**src/rtl/button_debouncer_array_if.sv**
```systemverilog
// Bundle between raw button pins and the debounced event outputs of button_debouncer_array.
// The master drives the raw buttons; the slave (the debouncer) drives the debounced outputs.
interface button_debouncer_array_if #(
  parameter int CHANNELS = 4
);
  logic [CHANNELS-1:0] button;
  logic [CHANNELS-1:0] level;
  logic [CHANNELS-1:0] press;
  logic [CHANNELS-1:0] rel;
  logic [CHANNELS-1:0] hold;
  logic                active;

  modport master (output button, input level, press, rel, hold, active);
  modport slave  (input button, output level, press, rel, hold, active);
endinterface

```
**src/rtl/button_debouncer_array.sv**
```systemverilog
// Multi-channel button debouncer: 2-flop sync, stable-window accept, press/release pulses.
// Long-press/auto-repeat pulses on bus.hold exist only when DEBOUNCER_HOLD_EN is defined.
module button_debouncer_array #(
  parameter int          CHANNELS     = 4,
  parameter int unsigned MAX_COUNT    = 1000000,
  parameter int          WIDTH        = 20,
  parameter int          ACTIVE_LOW   = 0,
  parameter int unsigned HOLD_COUNT   = 50000000,
  parameter int unsigned REPEAT_COUNT = 10000000,
  parameter int          HOLD_WIDTH   = 26
) (
  input logic                      clk,
  input logic                      rst_n,
  button_debouncer_array_if.slave  bus
);

  localparam logic             INACTIVE = (ACTIVE_LOW != 0);
  localparam logic [WIDTH-1:0] CNT_LAST = WIDTH'(MAX_COUNT - 1);

  logic [CHANNELS-1:0] s1, s2, n;
  logic [CHANNELS-1:0] level_q, press_q, rel_q, hold_q;
  logic [CHANNELS-1:0] accept;
  logic [WIDTH-1:0]    cnt [CHANNELS];

  always_ff @(posedge clk or negedge rst_n) begin
    if (!rst_n) begin
      s1 <= {CHANNELS{INACTIVE}};
      s2 <= {CHANNELS{INACTIVE}};
    end else begin
      s1 <= bus.button;
      s2 <= s1;
    end
  end

  // Normalise polarity so everything downstream is pressed-high.
  assign n = s2 ^ {CHANNELS{INACTIVE}};

  always_comb begin
    accept = '0;
    for (int ch = 0; ch < CHANNELS; ch++) begin
      accept[ch] = (n[ch] != level_q[ch]) && (cnt[ch] == CNT_LAST);
    end
  end

  always_ff @(posedge clk or negedge rst_n) begin
    if (!rst_n) begin
      level_q <= '0;
      press_q <= '0;
      rel_q   <= '0;
      for (int ch = 0; ch < CHANNELS; ch++) begin
        cnt[ch] <= '0;
      end
    end else begin
      press_q <= '0;
      rel_q   <= '0;
      for (int ch = 0; ch < CHANNELS; ch++) begin
        if (n[ch] == level_q[ch]) begin
          cnt[ch] <= '0;
        end else if (accept[ch]) begin
          level_q[ch] <= n[ch];
          cnt[ch]     <= '0;
          press_q[ch] <= n[ch];
          rel_q[ch]   <= ~n[ch];
        end else begin
          cnt[ch] <= cnt[ch] + WIDTH'(1);
        end
      end
    end
  end

`ifdef DEBOUNCER_HOLD_EN
  localparam logic [HOLD_WIDTH-1:0] HOLD_LAST   = HOLD_WIDTH'(HOLD_COUNT - 1);
  localparam logic [HOLD_WIDTH-1:0] REPEAT_LAST =
    HOLD_WIDTH'((REPEAT_COUNT > 0) ? (REPEAT_COUNT - 1) : 0);
  localparam logic                  REPEAT_OFF  = (REPEAT_COUNT == 0);

  logic [HOLD_WIDTH-1:0] hcnt [CHANNELS];
  logic [CHANNELS-1:0]   rep;

  always_ff @(posedge clk or negedge rst_n) begin
    if (!rst_n) begin
      hold_q <= '0;
      rep    <= '0;
      for (int ch = 0; ch < CHANNELS; ch++) begin
        hcnt[ch] <= '0;
      end
    end else begin
      hold_q <= '0;
      for (int ch = 0; ch < CHANNELS; ch++) begin
        if (!level_q[ch]) begin
          hcnt[ch] <= '0;
          rep[ch]  <= 1'b0;
        end else if (rep[ch] && REPEAT_OFF) begin
          hcnt[ch] <= hcnt[ch];
        end else if (hcnt[ch] == (rep[ch] ? REPEAT_LAST : HOLD_LAST)) begin
          // A release being accepted on this same edge swallows the pulse.
          hold_q[ch] <= ~accept[ch];
          hcnt[ch]   <= '0;
          rep[ch]    <= 1'b1;
        end else begin
          hcnt[ch] <= hcnt[ch] + HOLD_WIDTH'(1);
        end
      end
    end
  end
`else
  assign hold_q = '0;
`endif

  assign bus.level  = level_q;
  assign bus.press  = press_q;
  assign bus.rel    = rel_q;
  assign bus.hold   = hold_q;
  assign bus.active = |level_q;

endmodule

```
**src/flat_wrapper.sv**
```systemverilog
// flat-port wrapper written by rule: the top's interface ports become plain ports
module button_debouncer_array_flat 
#(
  parameter int          CHANNELS     = 4,
  parameter int unsigned MAX_COUNT    = 1000000,
  parameter int          WIDTH        = 20,
  parameter int          ACTIVE_LOW   = 0,
  parameter int unsigned HOLD_COUNT   = 50000000,
  parameter int unsigned REPEAT_COUNT = 10000000,
  parameter int          HOLD_WIDTH   = 26
)
  (clk, rst_n, bus_button, bus_level, bus_press, bus_rel, bus_hold, bus_active);
  button_debouncer_array_if #(.CHANNELS(CHANNELS)) bus_i ();
  input logic clk;
  input logic rst_n;
  input wire logic [$bits(bus_i.button)-1:0] bus_button;
  output wire logic [$bits(bus_i.level)-1:0] bus_level;
  output wire logic [$bits(bus_i.press)-1:0] bus_press;
  output wire logic [$bits(bus_i.rel)-1:0] bus_rel;
  output wire logic [$bits(bus_i.hold)-1:0] bus_hold;
  output wire logic [$bits(bus_i.active)-1:0] bus_active;
  assign bus_i.button = bus_button;
  assign bus_level = bus_i.level;
  assign bus_press = bus_i.press;
  assign bus_rel = bus_i.rel;
  assign bus_hold = bus_i.hold;
  assign bus_active = bus_i.active;
  button_debouncer_array #(.CHANNELS(CHANNELS), .MAX_COUNT(MAX_COUNT), .WIDTH(WIDTH), .ACTIVE_LOW(ACTIVE_LOW), .HOLD_COUNT(HOLD_COUNT), .REPEAT_COUNT(REPEAT_COUNT), .HOLD_WIDTH(HOLD_WIDTH)) u_core (.clk(clk), .rst_n(rst_n), .bus(bus_i));
endmodule
```
**config.mk**
```make
export PLATFORM = sky130hd
export DESIGN_NAME = button_debouncer_array_flat
export DESIGN_NICKNAME = d
export VERILOG_FILES = /design/src/rtl/button_debouncer_array_if.sv /design/src/rtl/button_debouncer_array.sv /design/src/flat_wrapper.sv
export SDC_FILE = /design/constraint.sdc
export NUM_CORES = 1
export LEC_CHECK = 0
export CAP_MARGIN = 20
export CORE_MARGIN = 3
export CORE_UTILIZATION = 45
export DETAILED_ROUTE_END_ITERATION = 10
export GPL_ROUTABILITY_DRIVEN = 0
export HOLD_SLACK_MARGIN = 0.15
export PLACE_DENSITY = 0.62
export SLEW_MARGIN = 20
export SYNTH_ARGS = -nofsm -noshare
export SYNTH_HDL_FRONTEND = slang
export SYNTH_SLANG_ARGS = --single-unit
```
**constraint.sdc**
```tcl
create_clock -name clk -period 2.9 [get_ports clk]
set_clock_uncertainty 0.15 [all_clocks]
set_input_delay 0.87 -clock clk [delete_from_list [all_inputs] [get_ports clk]]
set_output_delay 0.87 -clock clk [all_outputs]
set_load 0.005 [all_outputs]
```
==> results.cfg <==
[logic_synthesis]
ys_dominant_reg_cell = dfrtp_1
synthDistinctLibCells = 45
ys_ff_latch = 100
syn_avg_cell_area_um2 = 10.4
synth_seq_area_share_pct = 53.1
synth.most_common_cell = dfrtp_1
yosysTopAreaCell = dfrtp_1
synth_warnings = 0
synthTopCellsByCount = dfrtp_1 (100), nor2_1 (77), xnor2_1 (46)
syn_area_mm2 = 0.00471
synth_area_leaders = dfrtp_1 (53%), xnor2_1 (8.5%), nor2_1 (6.1%)
synthArstFlopShare_pct = 100
synth_top_area_share_pct = 53.1
synth_edf_count = 0
postSynthCellCount = 454

[detailed_routing]
drcViolationCount = 0
vias = 3352
drt_iter0_drc = 165
final_antenna_net_count = 0
drtPass1Iterations = 4
routed_wl_mm = 8.79
viasPerCell = 5.36
wl_per_cell_um = 14.1

[placement]
dp_hpwl_mm = 5.99
placed_cell_area_mm2 = 0.00508
io_buffers = 18

[run]
drv_cap = 0

[setup_path]
r2r-start = u_core.cnt[0]$_DFF_PN0_
cp-start-kind = flop
rr_endpoint = u_core.cnt[12]$_DFF_PN0_
criticalPathCategory = reg -> out
critPathRequiredTime_ns = 1.88
endpoint_kind = output pin
path_max_fanout = 3
r2r_setup_slack_ns = 0.69
reg2reg_depth = 5
worstPathArrival_ns = 1.79

[global_routing]
grt_antenna_before_repair = 0
grt_max_degree = 48
grt_first_pass_wirelength_mm = 15.3
overflow = 0
grt_usage_pct = 16.6
first_global_vias = 3243

[worst_hold_path]
hold_path_class = reg -> reg
worstHoldStart = u_core.s1[2]$_DFF_PN0_
worst_hold_path.endpoint = u_core.n[2]$_DFF_PN0_
hold_depth = 0

[clock_network]
cts_buffers = 9
cts_htree_levels = 3
cts_root_buf = clkbuf_8
clockBufferDepth = 2
clk_latency_ns = 0.37
path_clk_slew_ns = 0.10
cts.sink_count = 100
cts_tree = done

[timing]
setup-tns-final_ns = 0
relSlewSlack_pct = 47.4
hold_slack_ns = 0.208
final-hold-violation-count = 0
rsz0062_at_grt = false
worstMarginPinSlew_ns = 0.789
max_freq_mhz = 356
period_share_pct = 97.0
drv_slew = 0
fin_crit_ns = 2.81
setup_violations = 0

[floorplan]
dieWidth_um = 108
io_pins = 23
rows = 36
core_region_area_mm2 = 0.0100
initial_core_util_pct = 47.1
die_h_um = 108
dieArea_mm2 = 0.0117

[layout]
nets = 497
area_growth_pct = 12.6
postLayoutCellArea_mm2 = 0.00531
drive_above_1_share_pct = 9.76
diodes = 0

[power]
total_power_mw = 2.42
p_leak_nw = 2.10
powerDensity_mw_per_mm2 = 456
vdd_drop_max_uv = 372

[outcome]
status = complete, no violations
-- critical path, stage by stage, from the launching register on --
cell	delay [ns]
dfrtp_2	0.44
or4_4	0.53
clkdlybuf4s50_1	0.46
-- power breakdown --
| group | switching [mW] | total, mW | leakage, nW | internal, mW |
|---|---|---|---|---|
| registers | 0.0173 | 1.43 | 1.36 | 1.41 |
| logic | 0.0577 | 0.0881 | 0.639 | 0.0304 |
| clock network | 0.497 | 0.904 | 0.0935 | 0.407 |
-- registers in the layout, indices dropped and copies added, names as in the netlist --
signal / count
u_core.bus.press: 4
u_core.bus.rel: 4
u_core.bus.level: 4
u_core.s1: 4
u_core.n: 4
u_core.cnt: 80
-- logic make-up (layout without fill, tap and decap cells) --
group / after synthesis / count (layout) / synth area share (%)
buf+inv: 23 / 58 / 2.34
fa+ha+maj: 4 / 4 / 1.06
simple gates: 228 / 228 / 26.0
other cells: 1 / 4 / 0.0795
xor+xnor: 60 / 60 / 11.1
mux: 6 / 6 / 1.46
flops: 100 / 100 / 53.1
compound gates: 32 / 32 / 4.80
-- timing repair --
| item | CTS | global route |
|---|---|---|
| setup endpoints to repair | 1 | 1 |
| gates resized for setup | 2 | 2 |
| setup buffers | 0 | 3 |
| hold buffers | 0 | 0 |
| cloned | 0 | 0 |
| endpoints found under the hold margin | 0 | 0 |
-- layout by cell type, fill, tap and decap left out, types with 2 or more instances in the layout --
master,n
a211oi_1,2
a21oi_1,10
and2_1,6
and3_1,11
and4_1,2
buf_4,11
clkbuf_8,9
clkdlybuf4s50_1,17
clkinvlp_4,2
conb_1,4
dfrtp_1,97
dfrtp_2,3
ha_1,4
inv_1,13
inv_6,2
mux2_2,3
mux2i_1,2
nand2_1,18
nand3_1,23
nand3_2,2
nand4_1,15
nand4_2,3
nand4b_1,3
nor2_1,77
nor3_1,16
nor3b_1,8
nor4_1,20
nor4b_1,2
nor4bb_1,2
o2111a_1,2
o21ai_0,6
o21ai_1,2
o221ai_1,4
o31ai_1,4
or2_1,2
or3_1,7
or4_1,4
or4_4,2
xnor2_1,46
xor2_1,14
-- per-stage QoR --
stage / setup slack [ns] / instances / utilization [%]
final: 0.0884 / 625 / 53.1
after global routing: 0.00613 / 625 / 53.1
after CTS: 0.0142 / 622 / 52.9
after detailed placement: 0.395 / 606 / 50.8
after global placement: 0.416 / 606 / 50.8
after floorplan: 0.920 / 457 / -
-- how the worst max path moves through the flow --
stage                                          from                       end  slack, ns  depth (start not counted)
floorplan                  u_core.cnt[60]$_DFF_PN0_  u_core.cnt[68]$_DFF_PN0_       0.92                          6
global placement    u_core.bus.level[3]$_DFFE_PN0P_                bus_active       0.42                          2
detailed placement  u_core.bus.level[3]$_DFFE_PN0P_                bus_active       0.40                          2
CTS                 u_core.bus.level[3]$_DFFE_PN0P_                bus_active       0.01                          2
global route        u_core.bus.level[2]$_DFFE_PN0P_                bus_active      0.006                          2
finish              u_core.bus.level[2]$_DFFE_PN0P_                bus_active       0.09                          2
-- metal layers --
metal / part of all wire, % / GRT usage [%]
met1: 50 / 22.7
met2: 45 / 25.8
met3: 3.7 / 4.30
met4: 1.3 / 5.23
met5: 0 / 0
-- cell type report --
| cell class | count | area (um2) |
|---|---|---|
| Fill cell | 909 | 4690 |
| Sequential cell | 100 | 2510 |
| Clock buffer | 10 | 128 |
| Multi-Input combinational cell | 334 | 2120 |
| Clock inverter | 6 | 71.3 |
| Timing Repair Buffer | 29 | 273 |
| Inverter | 13 | 48.8 |
| Tap cell | 133 | 166 |
Note: power is estimated with default switching activity, not from simulation.
==> RTL change 1: new RTL, same settings <==
Add a define of `DEBOUNCER_HOLD_EN`.
--- a/src/rtl/button_debouncer_array.sv
+++ b/src/rtl/button_debouncer_array.sv
@@ -1,4 +1,6 @@
 // Multi-channel button debouncer: 2-flop sync, stable-window accept, press/release pulses.
 // Long-press/auto-repeat pulses on bus.hold exist only when DEBOUNCER_HOLD_EN is defined.
+`define DEBOUNCER_HOLD_EN
+
 module button_debouncer_array #(
   parameter int          CHANNELS     = 4,
Function: no difference found for any inputs over 10 cycles, from zero or initial values and one cycle with rst_n low; that may be too few to reach the edited logic, so the function may still have changed.
==> RTL change 1 against the unedited design <==
Worst setup slack improved by 0.082 ns; largest cell class unchanged; sequential cell count rose by 112; sequential power rose by 110%; highest routed layer unchanged; routed wire length rose by 140%; design area rose by 130%; critical path type unchanged; combinational power rose by 45%; critical path depth did not move; synthesized area rose by 130%; largest power group unchanged; total power rose to 2.5 times the old value.
==> RTL change 1: results (changes against the unedited design) <==
- The fraction of the yosys area taken by sequential cells came to 0.499 (-0.0323).
- The first-pass iteration count of the detailed router is 5 (+1).
- The share of layout cells above drive strength 1 is 0.0737 (-0.0239).
- The buffer count excluding the clock tree in the final layout came to 48 (+66%).
- The number of buffers between clock root and the deepest sink is 3 (+1).
- The count of unique library cells instantiated by Yosys is 53 (+18%).
- The share of the final layout cell area in multi-input gates is 0.421 (+0.0227).
- The peak clock frequency supported by timing is 0.366 GHz (+3.0%).
- The detailed-route vias per instance was 5.63 (+5.0%).
- The final instance area is 12100 µm² (+130%).
- The compound-cell area share of the yosys netlist is 0.100 (+0.0524).
- The maximum number of pins on one net before global-route repair was 64 (+33%).
- The fraction of area in non-clock buffers is 0.0379 (-0.0134).
- The total global-route track usage is 0.167 (+0.00162).
- The effective utilization at floorplan was 0.464 (-0.00710).
- The register-to-register setup slack is 0.42 ns (-0.27 ns).
- The combined flip-flop and latch cell area is 5310 µm² (+110%).
- The worst supply voltage drop on vdd is 0.390 mV (+4.6%).
- The slowest stage of the critical path belongs to the cell or4_1.
- The total of hold buffers inserted after clock tree synthesis is 1 (+1).
- The slew at the pin closest to its max-slew limit is 0.495 ns (-0.294 ns).
- The post-detailed-routing wire length is 21300 µm (+140%).
- The clock network area share was 0.0636 (+0.0261).
- The number of inverters outside the clock class in the layout is 20 (+7).
- The standby leakage power was 4.56 nW (+120%).
- The xor-xnor portion of the synthesized cell area is 0.0840 (-0.0275).
- The via count of the first global-routing pass is 7811 (+140%).
- The netlist area before placement is 10600 µm² (+130%).
- The post-place setup slack is 0.403 ns (+0.00754 ns).
- The average cell area after synthesis came to 9.97 µm² (-4.0%).
- The number of nets in the finished design came to 1113 (+120%).
- The filler cell count in the final layout is 2050 (+130%).
- The run finished with clean final reports.
- The clock-pin slew of the registers on the worst-case setup and hold paths is 0.06 ns (-0.04 ns).
- In this run the clock root is driven by a clkbuf_16.
- The worst reg2reg path endpoint is u_core.hcnt[88]$_DFF_PN0_.
- The count of routing violations after the opening detailed-route iteration is 442 (+170%).
- The depth of the CTS H-tree is 1 (-2).
- The placed wire-length estimate is 14000 µm (+130%).
- The data arrival time at the worst-slack endpoint is 1.71 ns (-0.08 ns).
- The arithmetic-cell share of the synthesized area counting full adders, half adders and majority gates is 0.00941 (-0.00121).
- The count of clock-net buffers in the final layout is 34 (+24).
- The synthesized flop and latch total is 212 (+110%).
- The largest driver fanout on the critical path was 2 (-1).
- The number of standard cells in the final layout excluding fillers is 1426 (+130%).
- The number of port buffers was 22 (+4).
- The global-route wire length before repair was 37300 µm (+140%).
- By area the synthesized netlist is led by dfrtp_1, xnor2_1, xor2_1.
- The proportion of synthesized area in mux cells is 0.00800 (-0.00660).
- In this run the critical register-to-register path is launched from u_core.hcnt[94]$_DFF_PN0_.
- The multi-input combinational gate total came to 793 (+140%).
- The total CTS buffers is 24 (+15).
- Sorting the synthesized cells by how often they occur yields dfrtp_1, nor2_1, nand2_1, nand3_1.
- The clock insertion delay at the later pin of the skew report is 0.52 ns (+0.15 ns).
- The post-CTS setup buffer count is 1 (+1).
## RTL change 1: cell count changes after synthesis, sizes merged, moves of 18 or more
cell and change:
nand3 +45, nor3 +36, clkbuf +28, dfrtp +112, or3 +29, nand4 +25
xor2 +36, o31ai +27, a211oi +18, a21oi +37, nand2 +51, and4 +19
or4 +38, o21ai +30
## RTL change 1: power by group
| part | internal [mW] | switching, mW | leakage [nW] | total (mW) |
|---|---|---|---|---|
| registers | 2.98 | 0.0219 | 2.93 | 3.00 |
| logic | 0.0388 | 0.0889 | 1.25 | 0.128 |
| clock network | 1.79 | 1.17 | 0.378 | 2.96 |
| total | 4.81 | 1.28 | 4.56 | 6.09 |
## RTL change 1: routing by layer
metal  share of wire  track usage  vias to the layer above
met2            0.45        0.267                       89
met3           0.029       0.0231                       28
met1            0.51        0.244                     3869
li1                -            -                     4044
met4           0.021       0.0371                        0
met5               0            0                        -
==> RTL change 2: new RTL, same settings <==
Without the edit above. `CHANNELS` is set to 4 in 3 places; all go to 8.
--- a/src/rtl/button_debouncer_array_if.sv
+++ b/src/rtl/button_debouncer_array_if.sv
@@ -2,5 +2,5 @@
 // The master drives the raw buttons; the slave (the debouncer) drives the debounced outputs.
 interface button_debouncer_array_if #(
-  parameter int CHANNELS = 4
+  parameter int CHANNELS = 8
 );
   logic [CHANNELS-1:0] button;
--- a/src/rtl/button_debouncer_array.sv
+++ b/src/rtl/button_debouncer_array.sv
@@ -2,5 +2,5 @@
 // Long-press/auto-repeat pulses on bus.hold exist only when DEBOUNCER_HOLD_EN is defined.
 module button_debouncer_array #(
-  parameter int          CHANNELS     = 4,
+  parameter int          CHANNELS     = 8,
   parameter int unsigned MAX_COUNT    = 1000000,
   parameter int          WIDTH        = 20,
--- a/src/flat_wrapper.sv
+++ b/src/flat_wrapper.sv
@@ -2,5 +2,5 @@
 module button_debouncer_array_flat 
 #(
-  parameter int          CHANNELS     = 4,
+  parameter int          CHANNELS     = 8,
   parameter int unsigned MAX_COUNT    = 1000000,
   parameter int          WIDTH        = 20,
Ports: changed (5 resized); port bits go from 23 to 43. No check against the original RTL was run, so the function may have changed too.
==> RTL change 2 against the unedited design <==
Total power up 120%; synthesized area rose by 98%; sequential cell count rose by 100; non-clock buffer count up 24; utilization down 0.13 points; design area grew 100%; global-route usage is 0.29 points higher; cell count up 100%; worst setup slack got worse by 0.0055 ns; critical path type unchanged; routed wire length up 110%.
==> RTL change 2: results (changes against the unedited design) <==
- The start point of the critical path is u_core.bus.level[6]$_DFFE_PN0P_.
- The proportion of synthesized flip-flops having asynchronous set or reset is 1.00 (unchanged).
- The flip-flop count of the largest register after layout is 160 (+100%).
- The worst reg2reg path endpoint is u_core.cnt[151]$_DFF_PN0_.
- The fraction of the yosys area taken by sequential cells is 0.535 (+0.00433).
- The depth of the CTS H-tree was 4 (+1).
- The number of port buffers was 34 (+16).
- The number of nets in the finished design came to 988 (+99%).
- The share of layout cells above drive strength 1 came to 0.0824 (-0.0152).
- The filler cell count in the final layout is 1841 (+100%).
- The met3 routing resource usage after global routing came to 0.0424 (-0.000541).
- The average cell area after synthesis is 10.2 µm² (-1.6%).
- The clock network area share was 0.0541 (+0.0166).
- After synthesis, the cell types taking the most area are dfrtp_1, xnor2_1, nor2_1.
- The post-place setup slack is 0.242 ns (-0.153 ns).
- The worst supply voltage drop on vdd came to 0.355 mV (-4.5%).
- The routed via count is 6720 (+100%).
- The count of clock-net buffers in the final layout is 18 (+8).
- The count of routing violations after the opening detailed-route iteration is 294 (+78%).
- The netlist area before placement is 9350 µm² (+98%).
- The largest driver fanout on the critical path was 6 (+3).
- The worst relative slew slack is 0.642 (+0.168).
- The routed length per placed instance is 14.4 µm (+2.5%).
- The fraction of area in non-clock buffers is 0.0487 (-0.00262).
- The maximum number of pins on one net before global-route repair came to 64 (+33%).
- The via count of the first global-routing pass was 6313 (+95%).
- The combined flip-flop and latch cell area came to 5010 µm² (+100%).
- The share of the final layout cell area in multi-input gates is 0.393 (-0.00590).
- The clock-pin slew of the registers on the worst-case setup and hold paths is 0.07 ns (-0.03 ns).
- The post-placement cell area is 10100 µm² (+99%).
- The total CTS buffers is 17 (+8).
- The global routing usage on met2 is 0.261 (+0.00221).
- The placed wire-length estimate came to 12200 µm (+100%).
- The clock insertion delay at the later pin of the skew report is 0.43 ns (+0.06 ns).
- The number of buffers between clock root and the deepest sink is 2 (unchanged).
- The wire length on met1 is 8900 µm (+100%).
- The buffer count excluding the clock tree in the final layout is 53 (+83%).
- The met1 track demand over resource in global routing is 0.242 (+0.0151).
- The number of sequential cells is 200 (+100%).
- The global-route wire length before repair is 31000 µm (+100%).
- The total global-route track usage is 0.168 (+0.00288).
- The cell total after placement was 1219 (+100%).
- Sorting the synthesized cells by how often they occur yields dfrtp_1, nor2_1, xnor2_1.
- The run finished with clean final reports.
- The tree is rooted in a clkbuf_16.
- The met2 layer wire length in the routed design is 8430 µm (+110%).
- The final standard cell utilization of the core came to 0.530 (-0.00126).
- At the worst endpoint, the arrival time is 1.80 ns.
- The number of inverters outside the clock class in the layout came to 20 (+7).
- The met3 wire length is 608 µm (+85%).
- The startpoint identified for the worst register-to-register timing path is u_core.cnt[148]$_DFF_PN0_.
- The standby leakage power came to 4.26 nW (+100%).
- The number of instances resized during post-cts repair came to 4 (+2).
- The number of standard cells in the final layout excluding fillers is 1253 (+100%).
- The peak clock frequency supported by timing is 0.355 GHz (-0.19%).
- The multi-input combinational gate total is 678 (+100%).
- The register-to-register setup slack is 0.44 ns (-0.25 ns).
[RTL change 2: changes by cell type after synthesis, sizes merged, moves of 15 or more]
cell / delta
a21oi: +34
and3: +15
dfrtp: +100
nand2: +34
nand3: +34
nor2: +43
o21ai: +16
o31ai: +19
or3: +23
or4: +21
xnor2: +23
xor2: +25
[RTL change 2: how the worst min path moves through the flow]
stage | depth (start not counted) | endpoint | slack, ns | startpoint
finish | 0 | u_core.n[4]$_DFF_PN0_ | 0.20 | u_core.s1[4]$_DFF_PN0_
global route | 0 | u_core.n[4]$_DFF_PN0_ | 0.21 | u_core.s1[4]$_DFF_PN0_
CTS | 0 | u_core.n[4]$_DFF_PN0_ | 0.20 | u_core.s1[4]$_DFF_PN0_
detailed placement | 0 | u_core.n[4]$_DFF_PN0_ | 0.18 | u_core.s1[4]$_DFF_PN0_
global placement | 0 | u_core.n[2]$_DFF_PN0_ | 0.18 | u_core.s1[2]$_DFF_PN0_
floorplan | 0 | u_core.n[0]$_DFF_PN0_ | 0.18 | u_core.s1[0]$_DFF_PN0_
[RTL change 2: cells by family after synthesis]
| kind of cell | after synthesis | share of synthesized area |
|---|---|---|
| AND/OR/NAND/NOR | 450 | 0.259 |
| multiplexers | 9 | 0.0111 |
| flip-flops | 200 | 0.535 |
| other | 1 | 0.000401 |
| adder cells (fa/ha/maj) | 8 | 0.0107 |
| AO/OA/AOI/OAI | 95 | 0.0613 |
| XOR/XNOR | 108 | 0.101 |
| buffers and inverters | 44 | 0.0214 |
[RTL change 2: power breakdown]
part | switching, mW | internal, mW
combinational | 0.118 | 0.0635
clock | 1.10 | 1.23
sequential | 0.0376 | 2.83
[RTL change 2: critical path: stages, from the launching register on]
cell and delay (ns):
dfrtp_2 0.45, nor4_4 0.31, nand2_1 0.14, clkdlybuf4s50_1 0.47
